$ cat config.mk
export PLATFORM = sky130hd
export DESIGN_NAME = multi_issue_fifo
export DESIGN_NICKNAME = d
export VERILOG_FILES = /design/src/rtl/multi_issue_fifo.sv
export SDC_FILE = /design/constraint.sdc
export NUM_CORES = 1
export LEC_CHECK = 0
export CORE_MARGIN = 3
export CORE_UTILIZATION = 40
export CTS_BUF_LIST = sky130_fd_sc_hd__clkbuf_2 sky130_fd_sc_hd__clkbuf_4 sky130_fd_sc_hd__clkbuf_8
export CTS_CLUSTER_DIAMETER = 200
export CTS_CLUSTER_SIZE = 14
export DETAILED_ROUTE_END_ITERATION = 8
export MAX_ROUTING_LAYER = met4
export SYNTH_ARGS = -nofsm -noshare
export SYNTH_HDL_FRONTEND = slang
export SYNTH_SLANG_ARGS = --single-unit
export TNS_END_PERCENT = 1
$ cat constraint.sdc
create_clock -name clk -period 15.6 [get_ports clk]
set_input_delay 3.9 -clock clk [delete_from_list [all_inputs] [get_ports clk]]
set_output_delay 3.9 -clock clk [all_outputs]
set_load 0.005 [all_outputs]
$ cat src/rtl/multi_issue_fifo.sv
// Multi-issue circular queue: up to ENQ_W sparse lanes compacted in per cycle,
// oldest DEQ_W entries presented in order, 0..DEQ_W retired per cycle.
`ifndef DECODE_DATA_WIDTH
`define DECODE_DATA_WIDTH 32
`endif

module multi_issue_fifo #(
    parameter int DATA_W     = `DECODE_DATA_WIDTH,
    parameter int DEPTH      = 16,
    parameter int ENQ_W      = 2,
    parameter int DEQ_W      = 2,
    parameter int REQ_THRESH = ENQ_W + 1
) (
    input  logic                          clk,
    input  logic                          rst,
    input  logic                          flush,
    input  logic [ENQ_W-1:0]              enqueue_en,
    input  logic [ENQ_W*DATA_W-1:0]       enqueue_data,
    output logic                          enq_ready,
    output logic [DEQ_W-1:0]              dequeue_valid,
    output logic [DEQ_W*DATA_W-1:0]       dequeue_data,
    input  logic [$clog2(DEQ_W+1)-1:0]    deq_num,
    output logic [$clog2(DEPTH+1)-1:0]    count,
    output logic                          get_data_req,
    output logic                          full,
    output logic                          empty
);

    localparam int AW = $clog2(DEPTH);
    localparam int PW = AW + 1;
    localparam int CW = $clog2(DEPTH+1);
    localparam int EW = $clog2(ENQ_W+1);
    localparam logic [31:0] ENQ_W_U  = 32'(ENQ_W);
    localparam logic [31:0] THRESH_U = 32'(REQ_THRESH);

    logic [PW-1:0]     r_head;
    logic [PW-1:0]     r_tail;
    logic [DATA_W-1:0] r_ram [DEPTH];

    logic [PW-1:0]     w_count;
    logic [PW-1:0]     w_free;
    logic [PW-1:0]     w_deq_req;
    logic [PW-1:0]     w_pop;
    logic [EW-1:0]     w_enq_k;
    logic [ENQ_W-1:0]  w_wr_en;
    logic [AW-1:0]     w_wr_idx [ENQ_W];
    logic              w_do_enq;

    // Status is a pure function of the registered pointers.
    assign w_count      = r_tail - r_head;
    assign w_free       = PW'(DEPTH) - w_count;
    assign count        = CW'(w_count);
    assign full         = (w_count == PW'(DEPTH));
    assign empty        = (w_count == '0);
    assign enq_ready    = (32'(w_free) >= ENQ_W_U);
    assign get_data_req = (32'(w_free) >= THRESH_U);

    // Over-pop is clamped to the current occupancy.
    assign w_deq_req = PW'(deq_num);
    assign w_pop     = (w_deq_req > w_count) ? w_count : w_deq_req;

    assign w_do_enq = rst && !flush && enq_ready;

    always_comb begin
        dequeue_valid = '0;
        dequeue_data  = '0;
        for (int i = 0; i < DEQ_W; i++) begin
            dequeue_valid[i]               = (32'(w_count) > 32'(i));
            dequeue_data[i*DATA_W +: DATA_W] = r_ram[r_head[AW-1:0] + AW'(i)];
        end
    end

    // Lane compaction: the j-th set lane lands at tail+j.
    always_comb begin
        w_enq_k = '0;
        for (int i = 0; i < ENQ_W; i++) begin
            w_wr_en[i]  = enqueue_en[i];
            w_wr_idx[i] = r_tail[AW-1:0] + AW'(w_enq_k);
            // NOTE: blocking '=' here is intentional: the running lane offset
            // must be visible to the next iteration within the same evaluation.
            w_enq_k     = w_enq_k + EW'(enqueue_en[i]);
        end
    end

    always_ff @(posedge clk) begin
        if (!rst) begin
            r_head <= '0;
            r_tail <= '0;
        end else if (flush) begin
            r_head <= '0;
            r_tail <= '0;
        end else begin
            r_head <= r_head + w_pop;
            if (enq_ready) begin
                r_tail <= r_tail + PW'(w_enq_k);
            end
        end
    end

    // NOTE: storage array deliberately has no reset; validity is tracked
    // entirely by the pointers, so clearing it would only cost logic.
    always_ff @(posedge clk) begin
        if (w_do_enq) begin
            for (int i = 0; i < ENQ_W; i++) begin
                if (w_wr_en[i]) begin
                    r_ram[w_wr_idx[i]] <= enqueue_data[i*DATA_W +: DATA_W];
                end
            end
        end
    end

endmodule

==> impl_results.md <==
- Vias per cell: between 6 and 7
- R2R depth: 15
- Nets: around 1,900
- Synth area leader: edfxtp_1
- Cell variety after synth: 45
- First-pass GRT wire length: between 100,000 and 150,000 um
- Area Growth Syn to Fin: 9.19%
- Critical path class: reg -> out
- Number of synthesis warnings: 0
- DR DRC count: 0
- GPL Wtd Cong: about 0.79
- Max-Cap Viols: 0
- Max Fclk: roughly 0.11 GHz
- Most frequent cells after synthesis: edfxtp_1 (512), mux2_2 (479), mux4_2 (320)
- Top_reg_cell synth: edfxtp_1
- Top post-synthesis cells by area: edfxtp_1 (50%), mux4_2 (23%), mux2_2 (17%)
- CTS root buf: clkbuf_8
- EDFF count, synth: between 500 and 600
- Synth Register Bits: between 500 and 600
- Dpl hpwl: roughly 51,000 um
- Initial drt markers: approximately 2,100
- H-tree lvl count: 2
- Arrival @ worst endpoint: around 5.6 ns
- Overflow after GRT: 0
- Startpoint Class: register
- Setup Viol. Count Final: 0
- Top Ports: around 150
- Port bufs: about 150
- Met2 WL: between 40,000 and 50,000 um
- Period Utilization, post-route: 61.0%
- CP Max Fanout: 66
- Initial antenna violation count: 8
- Seq/Total Area, Yosys: 50.2%
- Met3 WL: between 7000 and 8000 um
- Vias in the first global route: around 19,000
- RSZ-0062 raised after global routing: false
- Crit path capture type: primary output
- M1 WL: a little under 40,000 um
- Count leader, synth: edfxtp_1
- Final setup margin: 6.08 ns
- CTS sink cnt: ~520
- Area share of the largest cell type after synthesis: 49.5%
- WHS Path Cells: 2
- Setup bufs post-CTS: 0
- Final hold violation count: 0
- Shortest period the worst path allows: roughly 9.5 ns
- Req. time, crit path: ~12 ns
- Core region area: around 0.076 mm^2
- Hold Buf Count CTS: 0
- Hold Path Class: reg -> reg
- Share of post-route cells with drive strength above 1: a little over half
- Skew-Pair Late Insertion Delay: around 0.67 ns
- Status: finished, final reports clean
- Slew HR: between 10% and 20%
- Die Span X: 285 um
- Full die area: roughly 0.081 mm^2
- Wirelength per Cell: between 30 and 40 um
- Final count of pins violating max slew: 0
- Worst VDD drop: 118 uV
- Post-route setup TNS: 0 ns
- Mean Syn Cell Area: approximately 18 um^2
- Die Y: around 280 um
- Clock skew: around 0.036 ns
- Vias: about 18,000
- Clk slew on worst S/H paths: around 0.10 ns
- # resized after CTS: 0
- Syn Inst Count: 1,736
- Cell row count: about 100
- Post-synth ARST share: 0%
- Post-Syn Area: about 0.031 mm^2
- Pre-CTS setup slack: 6.76 ns
- P_leak: between 0.01 and 0.015 uW
- Pwr dens: between 100 and 150 mW/mm^2
- Max clock buf depth: 3
- Pin count of the biggest net entering global routing: around 130
- DR pass1 iterations: 5
- Total CTS buffers: 43
- Initial Util: 40.6%
- TritonCTS clock tree: yes
- Routed WL: about 95,000 um
- Uppermost layer routed: met4
- ANT nets after route: 0
- GRT Util Overall: between 20% and 30%
- Worst Tran Pin Value: ~1.3 ns
-- kinds of logic after synthesis --
group / share of synthesized area (%)
multiplexers: 41.9
flip-flops: 50.2
buffers and inverters: 3.43
AND/OR/NAND/NOR: 1.29
AO/OA/AOI/OAI: 1.68
adder cells (fa/ha/maj): 0.919
XOR/XNOR: 0.568
other: 0.0121
-- registers in the layout, summed over array words and instances, names as in the netlist --
| register | flops |
|---|---|
| r_ram | 512 |
| r_head | 5 |
| r_tail | 5 |
-- worst max-delay path, cell delays in order (launching register included) --
cell and delay (ns):
dfxtp_4 0.75, buf_4 0.71, ha_4 0.95, buf_4 0.88, mux4_2 0.42, mux4_2 0.55, clkdlybuf4s50_1 0.49
-- layout make-up --
cell class,instances,area [um^2]
multi-input cells,1008,14500
clock inverters,3,27.5
repair buffers,188,1800
fillers,6564,42500
clock buffers,50,651
well taps,1030,1290
flip-flops and latches,522,15600
diodes,9,22.5
inverters,13,50.0
-- layer usage --
metal | vias to the layer above | GRT usage [%]
met5 | - | -
met4 | 0 | 6.73
met3 | 179 | 4.70
met2 | 858 | 38.3
met1 | 9707 | 31.5
li1 | 7277 | -
-- metrics by stage --
| stage | power (uW) | hold WS (ns) | area (um^2) | utilization [%] | instances |
|---|---|---|---|---|---|
| 6_report | 3430 | 0.512 | 33900 | 44.3 | 2823 |
| 5_1_grt | 3570 | 0.538 | 33900 | 44.3 | 2822 |
| 4_1_cts | 3460 | 0.515 | 33900 | 44.3 | 2814 |
| 3_5_place_dp | 2720 | 0.496 | 33200 | 43.4 | 2761 |
| 3_3_place_gp | 2710 | 0.477 | 33200 | 43.4 | 2761 |
| 2_1_floorplan | 2350 | 0.461 | 31100 | - | 1737 |
-- power by group --
| part | switching (uW) | leakage (uW) | internal, uW |
|---|---|---|---|
| Sequential | 26.6 | 0.00469 | 1570 |
| Combinational | 527 | 0.00513 | 562 |
| Clock | 472 | 0.000355 | 273 |
| Total | 1030 | 0.0102 | 2400 |
-- final timing paths --
kind	from	endpoint	slack, ns
max	r_head[0]	dequeue_data[35]	6.08
min reg2reg	r_tail[4]	r_tail[4]	0.51
min	r_tail[4]	r_tail[4]	0.51
max reg2reg	r_head[0]	r_ram[4][29]	10.07
-- layout by cell type (no fill, tap or decap), types with 2 or more instances in the layout --
master           instances
a21oi_1                  8
a21oi_4                 15
edfxtp_1               512
nand3_1                 23
diode_2                  9
clkbuf_8                44
mux2i_1                  4
dfxtp_1                  7
a21o_1                   4
conb_1                   2
inv_1                   12
or3_1                    3
mux2_1                  34
mux2_2                 479
o21ai_0                  6
buf_4                   41
fa_1                     3
a21o_2                  15
ha_1                    17
nor3_1                   3
mux4_2                 320
and2_1                   5
nand2b_1                 6
nand3b_1                 2
dfxtp_4                  2
xnor2_1                  7
clkdlybuf4s50_1        145
xor2_1                   4
buf_12                   2
xnor2_2                  2
nor2_1                  24
nor2b_1                  2
clkbuf_4                 6
nand2_1                  5
Note: power is estimated with default switching activity, not from simulation.
